===== src/rtl/bri_pkg.sv =====
// -----------------------------------------------------------------------------
// bri_pkg
// Shared definitions for the bank-switch controller: default widths of the
// dead-time input and the drain/run timeout counter, plus the FSM state
// encoding that is also exported on the debug port.
// -----------------------------------------------------------------------------
package bri_pkg;

  localparam int DT_W_DEF = 8;   // dead-time count width
  localparam int TO_W_DEF = 16;  // timeout counter width (timeout = 2^W-1)

  typedef enum logic [1:0] {
    ST_IDLE  = 2'd0,
    ST_RUN   = 2'd1,
    ST_DRAIN = 2'd2,
    ST_DEAD  = 2'd3
  } bri_state_e;

endpackage


===== src/rtl/bri_dt_cnt.sv =====
// -----------------------------------------------------------------------------
// bri_dt_cnt
// Loadable down-counter that saturates at zero. Used for both the dead-time
// blanking interval and the drain/run watchdog.
//   i_clk       clock
//   i_rst       synchronous reset, active-high (count -> 0)
//   i_load      load i_load_val (has priority over i_dec)
//   i_load_val  value to load
//   i_dec       decrement by one when non-zero
//   o_is_one    registered count equals 1 (last cycle of the interval)
// -----------------------------------------------------------------------------
module bri_dt_cnt #(
  parameter int W = 8
) (
  input  logic         i_clk,
  input  logic         i_rst,
  input  logic         i_load,
  input  logic [W-1:0] i_load_val,
  input  logic         i_dec,
  output logic         o_is_one
);

  localparam logic [W-1:0] ONE = W'(1);

  logic [W-1:0] r_count;

  always_ff @(posedge i_clk) begin
    if (i_rst) begin
      r_count <= '0;
    end else if (i_load) begin
      r_count <= i_load_val;
    end else if (i_dec && (r_count != '0)) begin
      r_count <= r_count - ONE;
    end
  end

  // Derived from the register only, so no input reaches the consumer
  // combinationally through this flag.
  assign o_is_one = (r_count == ONE);

endmodule


===== src/rtl/bri_sw_ctrl.sv =====
// -----------------------------------------------------------------------------
// bri_sw_ctrl
// Controls two pulse-generator banks sharing one power stage. Selects the
// active bank, issues start pulses to it, and performs a blanked bank switch:
// drain the active bank, flip the mux select, hold blanking for the dead time.
//   clk_sys   system clock
//   rst       synchronous reset, active-high
//   sw_req    one-cycle switch request to bank sel_req (1 = bank 1, 0 = bank 2)
//   run_req   one-cycle request to start the active bank
//   busy1/2   bank sequence-active flags
//   deadtime  blanking cycles after a switch (0 behaves as 1)
//   change    mux select, 1 = bank 1
//   start1/2  one-cycle start pulses
//   blank     high while a switch is in progress
//   sw_ack    one-cycle switch-complete pulse
//   err       one-cycle reject / timeout pulse
//   state_o   current FSM state
// -----------------------------------------------------------------------------
module bri_sw_ctrl #(
  parameter int DT_W = bri_pkg::DT_W_DEF,
  parameter int TO_W = bri_pkg::TO_W_DEF
) (
  input  logic            clk_sys,
  input  logic            rst,
  input  logic            sw_req,
  input  logic            sel_req,
  input  logic            run_req,
  input  logic            busy1,
  input  logic            busy2,
  input  logic [DT_W-1:0] deadtime,
  output logic            change,
  output logic            start1,
  output logic            start2,
  output logic            blank,
  output logic            sw_ack,
  output logic            err,
  output logic [1:0]      state_o
);

  import bri_pkg::*;

  bri_state_e r_state;
  logic       r_change;
  logic       r_start1;
  logic       r_start2;
  logic       r_blank;
  logic       r_sw_ack;
  logic       r_err;
  logic       r_seen_busy;   // RUN: active bank has raised busy

  logic            w_active_busy;
  logic            w_idle;
  logic            w_sw_go;
  logic            w_run_go;
  logic            w_run_rise;
  logic            w_to_load;
  logic            w_to_dec;
  logic            w_to_one;
  logic            w_drain_exit;
  logic [DT_W-1:0] w_dt_val;
  logic            w_dt_dec;
  logic            w_dt_one;
  logic            w_req_outside;

  // Busy of the bank currently driving the output (the one being left while
  // in DRAIN).
  assign w_active_busy = r_change ? busy1 : busy2;
  assign w_idle        = (r_state == ST_IDLE);
  assign w_sw_go       = w_idle && sw_req && (sel_req != r_change);
  assign w_run_go      = w_idle && !sw_req && run_req && !w_active_busy;
  assign w_run_rise    = (r_state == ST_RUN) && !r_seen_busy && w_active_busy;
  assign w_req_outside = !w_idle && (sw_req || run_req);

  // Watchdog restarts at each wait phase: entering DRAIN, entering RUN, and
  // when RUN moves from waiting-for-rise to waiting-for-fall.
  assign w_to_load = w_sw_go || w_run_go || w_run_rise;
  assign w_to_dec  = ((r_state == ST_RUN) || (r_state == ST_DRAIN)) && !w_run_rise;

  assign w_drain_exit = (r_state == ST_DRAIN) && (!w_active_busy || w_to_one);
  assign w_dt_val     = (deadtime == '0) ? DT_W'(1) : deadtime;
  assign w_dt_dec     = (r_state == ST_DEAD);

  bri_dt_cnt #(.W(TO_W)) u_to_cnt (
    .i_clk      (clk_sys),
    .i_rst      (rst),
    .i_load     (w_to_load),
    .i_load_val ({TO_W{1'b1}}),
    .i_dec      (w_to_dec),
    .o_is_one   (w_to_one)
  );

  bri_dt_cnt #(.W(DT_W)) u_dt_cnt (
    .i_clk      (clk_sys),
    .i_rst      (rst),
    .i_load     (w_drain_exit),
    .i_load_val (w_dt_val),
    .i_dec      (w_dt_dec),
    .o_is_one   (w_dt_one)
  );

  always_ff @(posedge clk_sys) begin
    if (rst) begin
      r_state     <= ST_IDLE;
      r_change    <= 1'b1;
      r_start1    <= 1'b0;
      r_start2    <= 1'b0;
      r_blank     <= 1'b0;
      r_sw_ack    <= 1'b0;
      r_err       <= 1'b0;
      r_seen_busy <= 1'b0;
    end else begin
      r_start1 <= 1'b0;
      r_start2 <= 1'b0;
      r_sw_ack <= 1'b0;
      r_err    <= 1'b0;

      case (r_state)
        ST_IDLE: begin
          if (sw_req) begin
            if (sel_req == r_change) begin
              r_sw_ack <= 1'b1;
            end else begin
              r_state <= ST_DRAIN;
              r_blank <= 1'b1;
            end
            // Simultaneous run request loses to the switch.
            if (run_req) r_err <= 1'b1;
          end else if (run_req) begin
            if (w_active_busy) begin
              r_err <= 1'b1;
            end else begin
              r_start1    <= r_change;
              r_start2    <= !r_change;
              r_state     <= ST_RUN;
              r_seen_busy <= 1'b0;
            end
          end
        end

        ST_RUN: begin
          if (!r_seen_busy) begin
            if (w_active_busy) begin
              r_seen_busy <= 1'b1;
            end else if (w_to_one) begin
              r_err   <= 1'b1;
              r_state <= ST_IDLE;
            end
          end else if (!w_active_busy) begin
            r_state <= ST_IDLE;
          end else if (w_to_one) begin
            r_err   <= 1'b1;
            r_state <= ST_IDLE;
          end
        end

        ST_DRAIN: begin
          if (w_drain_exit) begin
            r_change <= !r_change;
            r_state  <= ST_DEAD;
            // Leaving with busy still high means the watchdog fired.
            if (w_active_busy) r_err <= 1'b1;
          end
        end

        ST_DEAD: begin
          if (w_dt_one) begin
            r_state  <= ST_IDLE;
            r_blank  <= 1'b0;
            r_sw_ack <= 1'b1;
          end
        end

        default: r_state <= ST_IDLE;
      endcase

      // Requests arriving while busy are dropped, never queued.
      if (w_req_outside) r_err <= 1'b1;
    end
  end

  assign change  = r_change;
  assign start1  = r_start1;
  assign start2  = r_start2;
  assign blank   = r_blank;
  assign sw_ack  = r_sw_ack;
  assign err     = r_err;
  assign state_o = r_state;

endmodule


===== config.mk =====
export PLATFORM = sky130hd
export DESIGN_NAME = bri_sw_ctrl
export DESIGN_NICKNAME = d
export VERILOG_FILES = /design/src/rtl/bri_pkg.sv /design/src/rtl/bri_dt_cnt.sv /design/src/rtl/bri_sw_ctrl.sv
export SDC_FILE = /design/constraint.sdc
export NUM_CORES = 1
export LEC_CHECK = 0
export ABC_AREA = 1
export ABC_CLOCK_PERIOD_IN_PS = 1470
export CAP_MARGIN = 15
export CELL_PAD_IN_SITES_DETAIL_PLACEMENT = 1
export CELL_PAD_IN_SITES_GLOBAL_PLACEMENT = 1
export CORE_ASPECT_RATIO = 1.4
export CORE_MARGIN = 2
export CORE_UTILIZATION = 38
export CTS_BUF_LIST = sky130_fd_sc_hd__clkbuf_2
export DETAILED_ROUTE_END_ITERATION = 10
export PLACE_DENSITY_LB_ADDON = 0.1
export SYNTH_ARGS = -nofsm -noshare
export SYNTH_HDL_FRONTEND = slang
export SYNTH_SLANG_ARGS = --single-unit

===== constraint.sdc =====
create_clock -name clk_sys -period 1.47 [get_ports clk_sys]
set_input_delay 0.441 -clock clk_sys [delete_from_list [all_inputs] [get_ports clk_sys]]
set_output_delay 0.441 -clock clk_sys [all_outputs]
set_load 0.02 [all_outputs]

Word level (Yosys, flattened, before mapping):

Index checks and enable logic that the tools add are counted.

* output and inout bits: 8
* bits of input ports: 15
* logic and storage cells: 109
* bits in registers: 33

* add/subtract/negate cells: 2
* mux-type cells: 41
* eq/ne operators: 18
* reductions and logical operators: 36
* bitwise operators: 2

Operator list (count)
* 2-to-1 mux 16 bit: 2
* 2-to-1 mux 8 bit: 3
* 2-to-1 mux 1 bit: 21
* 2-to-1 mux 2 bit: 10
* == test 16 x 1 -> 1 bit, second input constant: 1
* nonzero test 16 bit: 1
* subtractor 16 x 1 -> 16 bit, second input constant: 1
* logical AND 1 bit: 12
* != test 2 bit, second input constant: 6
* != test 3 bit, second input constant: 4
* == test 8 x 1 -> 1 bit, second input constant: 1
* zero test 8 bit: 1
* case mux 2 bit (4 select lines): 1
* AND reduction 4 bit: 2
* nonzero test 2 bit: 4
* nonzero test 8 bit: 1
* subtractor 8 x 1 -> 8 bit, second input constant: 1
* zero test 1 bit: 6
* case mux 1 bit (2 select lines): 3
* AND reduction 6 bit: 1
* logical OR 1 bit: 5
* OR reduction 5 bit: 1
* == test 2 bit, second input constant: 2
* case mux 1 bit (3 select lines): 1
* other kinds (7): 8

Depth between registers and ports, before layout:

* depth in word-level cells: 8
* depth in mapped cells: 12
* mapped depth without buffers: 11

By module:

Synthesis repeated with hierarchy kept, for this count alone.

* cells, all modules: 427
* area, all modules: 2602.5 um^2

Modules (own cells, without submodules)
* bri_dt_cnt at u_to_cnt: cells each 213, times used 1, seq. area each 320.3 um^2, area each 1267.5 um^2
* bri_sw_ctrl: cells each 107, times used 1, seq. area each 180.2 um^2, area each 681.9 um^2
* bri_dt_cnt at u_dt_cnt: cells each 107, times used 1, seq. area each 160.2 um^2, area each 653.1 um^2

Worst setup path before layout:

OpenSTA, ideal clock, no wires.

* kind: reg-to-reg
* start point: register r_state[0] (netlist: state_o[0])
* end point: register u_to_cnt.r_count[5]
* setup time: 0.132 ns
* path buffers: 1
* cell stages (with the launch flop): 12
* required time: 1.338 ns
* period minus slack after synthesis: 1.728 ns
* arrival time: 1.595 ns
* setup slack: -0.258 ns
* path through: dfxtp_1 > inv_1 > ha_1 > inv_1 > nor2_1 > inv_1 > nor2_4 > nor2_8 > nand2_4 > buf_4 > o21ai_1 > a21oi_1

* longest elaborated chain between the ends: 7
* elaborated cells between the ends (all ways): 18
* those cells by class: 2 x eq/ne; 1 x mux; 15 x reduce/logical

Ends and longest elaborated chain
* from (decl): RTL line bri_sw_ctrl.sv:42 `bri_state_e r_state;`
* from (signal assigned): RTL line bri_sw_ctrl.sv:103 `r_state <= ST_IDLE;`
* from (signal assigned): RTL line bri_sw_ctrl.sv:123 `r_state <= ST_DRAIN;`
* from (signal assigned): RTL line bri_sw_ctrl.sv:134 `r_state <= ST_RUN;`
* == test 2 x 1 -> 1 bit or zero test 2 bit (tied branches): RTL line bri_sw_ctrl.sv:71, bri_sw_ctrl.sv:77, bri_sw_ctrl.sv:68
* logical AND 1 bit (on tied branches) (2 in series): RTL line bri_sw_ctrl.sv:71, bri_sw_ctrl.sv:70
* zero test 1 bit or logical AND 1 bit (tied branches): RTL line bri_sw_ctrl.sv:77, bri_sw_ctrl.sv:70
* logical AND 1 bit or logical OR 1 bit (tied branches): RTL line bri_sw_ctrl.sv:77, bri_sw_ctrl.sv:76
* logical AND 1 bit or logical OR 1 bit (tied branches): RTL line bri_dt_cnt.sv:32, bri_sw_ctrl.sv:76
* nonzero test 2 bit (no line) or 2-to-1 mux 16 bit (tied branches)
* to (signal assigned): RTL line bri_dt_cnt.sv:31 `r_count <= i_load_val;`
* to (signal assigned): RTL line bri_dt_cnt.sv:33 `r_count <= r_count - ONE;`
* to (decl): RTL line bri_dt_cnt.sv:25 `logic [W-1:0] r_count;`

Parallel ways exist; a longest one is shown, timed or not.
A chain may end at the register's enable or synchronous reset.

Final worst setup path:

* start point: input port sel_req
* end point: register u_to_cnt.r_count[6]

* longest elaborated chain between the ends: 5
* elaborated cells between the ends (all ways): 6
* those cells by class: 1 x eq/ne; 1 x mux; 4 x reduce/logical

Ends and longest elaborated chain
* from (decl): RTL line bri_sw_ctrl.sv:26 `input logic sel_req,`
* != test 1 bit (*): RTL line bri_sw_ctrl.sv:69 `assign w_sw_go = w_idle && sw_req && (sel_req != r_change);`
* logical AND 1 bit (*): RTL line bri_sw_ctrl.sv:69
* logical OR 1 bit (*) (2 in series): RTL line bri_sw_ctrl.sv:76 `assign w_to_load = w_sw_go || w_run_go || w_run_rise;`
* 2-to-1 mux 16 bit or nonzero test 2 bit (tied branches)

Mark *: on every way between the ends. The rest lies on a longest branch, timed or not.

==> metrics.md <==
| Metric | Value |
|---|---|
| Run status | finished, violations left |
| Failing checks | setup timing |
| Req. time, crit path | about 1.8 ns |
| Cells after Synth | around 340 |
| Core footprint | between 5000 and 6000 µm² |
| Hold_sp | u_to_cnt.r_count[9] |
| Final period util | 1.19 |
| #FFs+latches synth | 33 |
| Worst skew pair latency | around 0.42 ns |
| Met2 Usage GRT | 0.597 |
| Fin. max-slew vios | 0 |
| Post-route ant nets | 0 |
| CP endpoint kind | flip-flop |
| Mapped cell area | 2260 µm² |
| DR iter-0 viols | 150 |
| Register area share after synthesis | 0.292 |
| Final Core Density | 0.657 |
| GRT Overall Usage | 0.290 |
| First-pass GRT wire length | 15000 µm |
| Net count reported at finish | 484 |
| WL final | 12000 µm |
| I/O pin total | 23 |
| Die extent in x | approximately 69 µm |
| GPL Wtd Cong | around 0.83 |
| Final Cell Area | about 3800 µm² |
| Arr. time, crit path | 2.06 ns |
| Post-synth top area share | 0.292 |
| Crit Path Max Fanout | 7 |
| Busiest grt layer | met2 |
| Clk root buf | clkbuf_2 |
| Avg Vias per Cell | 5.62 |
| Max_cap viols | 0 |
| Share of layout cells above drive strength 1 | 0.566 |
| Longest Clk Path Bufs | 2 |
| Total grt overflow | 0 |
| Place WS | -0.477 ns |
| CTS Buf Count | 5 |
| Via count | around 3000 |
| Placed cell count | 509 |
| DR WL/cell | ~23 µm |
| CP dominant cell by count | nand2_4 |
| Reg clk slew, reported paths | ~0.20 ns |
| Pleak | 1.78 nW |
| Die Ht | between 90 and 100 µm |
| Largest net degree at the start of global routing | 17 |
| Critical path's slowest cell | clkdlybuf4s50_1 |
| Yosys warns | 0 |
| Critical path, cell by cell | clkdlybuf4s50_1 > inv_1 > nand2_1 > nand2_2 > nand2_4 > nand2_4 > nor2_8 > inv_4 > o21ai_1 > a21oi_2 |
| R2R depth | 10 |
| FF-to-FF End | u_to_cnt.r_count[6] |
| Crit path time final | between 1.5 and 2 ns |
| Final hold violations | 0 |
| Post-synth cell types | 35 |
| Final setup margin | -0.277 ns |
| Cell Rows | 33 |
| Fin Hold WS | 0.549 ns |
| CTS tree | built |
| Post-Place Cell Area | 3170 µm² |
| Met3 Track Usage GR | 0.0476 |
| ANT cells | 0 |
| DRT Pass-1 Iters | 4 |
| Actual slew at the worst max-slew pin | roughly 0.33 ns |
| Non-filler instance count after layout | 531 |
| Post-synthesis mux area share | 0 |
| Post-synth top area cell | dfxtp_1 |
| Worst Hold Path EP | u_to_cnt.r_count[9] |
| Initial antenna violation count | 0 |
| # setup viols final | 33 |
| WS Path Type | input pin to flip-flop |
| Vias in the first global route | roughly 3200 |
| Crit path largest cell delay | slightly above 0.5 ns |
| Largest family of logic cells by synthesized area | simple AND/OR/NAND/NOR gates |
| Fmax | approximately 570 MHz |
| Drt drc | 0 |
| Port Buffers | 22 |
| Routing usage on met1 | 0.269 |
| Worst Hold Depth | 2 |
| Dpl hpwl | approximately 6000 µm |
| Unrepaired setup endpoints after global routing | true |
| Starting Density | 0.389 |
| Average size of a mapped cell | ~6.6 µm² |
| Clock Skews | slightly below 0.04 ns |
| Syn_nets | between 300 and 400 |
| Area Overhead vs Synth | 69.0% |
| Rel. slew slack | 0.777 |
| CP Launch Type | input pin |
| R2r setup slk | -0.27 ns |
| Worst R2R Start | state_o[0] |
| CTS sink count | 33 |
| Top post-synthesis cells by area | dfxtp_1 (29%), nand2_1 (14%), nand3_1 (8.2%) |
| H-Tree Depth | 2 |
| Compound-Gate Fraction of Synth Area | 0.119 |
| Simple-gate share of the synthesized area | 0.398 |
| Worst Hold Class | flip-flop to flip-flop |
| Synth Area in XOR/XNOR | 0.0465 |
| Die area | 6600 µm² |
| Post-synthesis adder-cell area fraction | 0.0498 |
| VDD IR-drop max | 1.22 mV |
| Power per cell area | between 2000 and 2500 nW/µm² |
-- Yosys cell counts --
master    instances
nor2_4            3
o21ai_1           3
nand3_1          37
buf_6             4
dfxtp_1          33
ha_1              9
nand4_4           1
inv_1            37
buf_1             1
nand3_2           1
clkbuf_1          2
buf_4             1
xor2_1            9
a21oi_1          26
a21oi_2           2
nor2_1           38
nor4_1            1
nor3_1            3
nand3b_1          1
nand4_1           5
nor2_2            2
o21ai_0          13
a211oi_1          2
or2_0             2
clkinv_1          1
nand2_2           7
o211a_1           1
o21ai_2           2
nand2_1          83
inv_2             2
nand2_4           3
and3_1            1
xnor2_1           3
nor2_8            1
or2_2             1
-- cells in the final DEF (no fill, tap or decap), drive strengths merged --
cell type	netlist	layout
ha	9	9
nor3	3	3
o21ai	18	18
and3	1	1
inv	39	39
a21oi	28	28
dlymetal6s2s	0	1
clkinv	1	3
xor2	9	9
dfxtp	33	33
xnor2	3	3
clkbuf	2	6
or2	3	3
nand3	38	38
clkdlybuf4s50	0	13
buf	6	105
nand3b	1	1
nor4	1	1
o211a	1	1
a211oi	2	2
nand4	6	6
nand2	93	94
nor2	44	44
-- worst max-delay path, delay by kind of cell --
family          cells  cell delay, ns
buf+inv             3            0.70
compound gates      2            0.33
simple gates        5            0.59
-- worst max-delay path by stage --
stage                     from                    to  cells after the start
floorplan           state_o[1]   u_to_cnt.r_count[5]                     11
global placement         busy1  u_to_cnt.r_count[11]                     10
detailed placement       busy1  u_to_cnt.r_count[14]                     10
CTS                 state_o[0]   u_to_cnt.r_count[9]                     11
global route        state_o[0]   u_to_cnt.r_count[6]                     10
finish                 sel_req   u_to_cnt.r_count[6]                     10
-- sequential cells by signal, summed over array words and instances, names as in the netlist --
signal            flops
state_o               2
err                   1
sw_ack                1
start2                1
change                1
u_to_cnt.r_count     16
blank                 1
start1                1
r_seen_busy           1
u_dt_cnt.r_count      8
-- power breakdown --
part           leakage (nW)  internal [mW]  total [mW]  switching, mW
logic                  1.47           2.99        7.00           4.01
registers             0.278           1.25        1.58          0.330
clock network        0.0327          0.120       0.507          0.388
total                  1.78           4.35        9.08           4.73
-- metrics by stage --
| step | power (mW) | TNS (ns) |
|---|---|---|
| after floorplan | 4.43 | 0 |
| after global placement | 6.27 | -11.87 |
| after detailed placement | 6.47 | -12.95 |
| after CTS | 7.63 | -1.42 |
| after global routing | 9.58 | -7.04 |
| final | 9.08 | -5.49 |
-- cell families after synthesis --
group / count (synthesis)
AO/OA/AOI/OAI: 49
flip-flops: 33
adder cells (fa/ha/maj): 9
AND/OR/NAND/NOR: 190
XOR/XNOR: 12
buffers and inverters: 48
-- layer usage --
metal	wire, µm	up-vias	part of all wire
met5	0	-	0
met4	812	0	0.068
met3	366	58	0.031
met2	6750	96	0.56
met1	4040	1490	0.34
li1	-	1340	-
-- area by class of cell --
type | instances | area [µm²]
Multi-Input combinational cell | 261 | 1850
Clock inverter | 2 | 10.0
Timing Repair Buffer | 119 | 981
Inverter | 40 | 170
Clock buffer | 6 | 30.0
Sequential cell | 33 | 691
Tap cell | 70 | 87.6
Fill cell | 713 | 2000
-- what timing repair did --
item                                    CTS  global route
hold buffers                              0             0
cloned                                    2             0
buffers inserted                         10             3
gates resized for setup                  91           114
endpoints found under the setup margin   36            38
pin swaps                                23            43
Power figures use the tool's default switching activity.
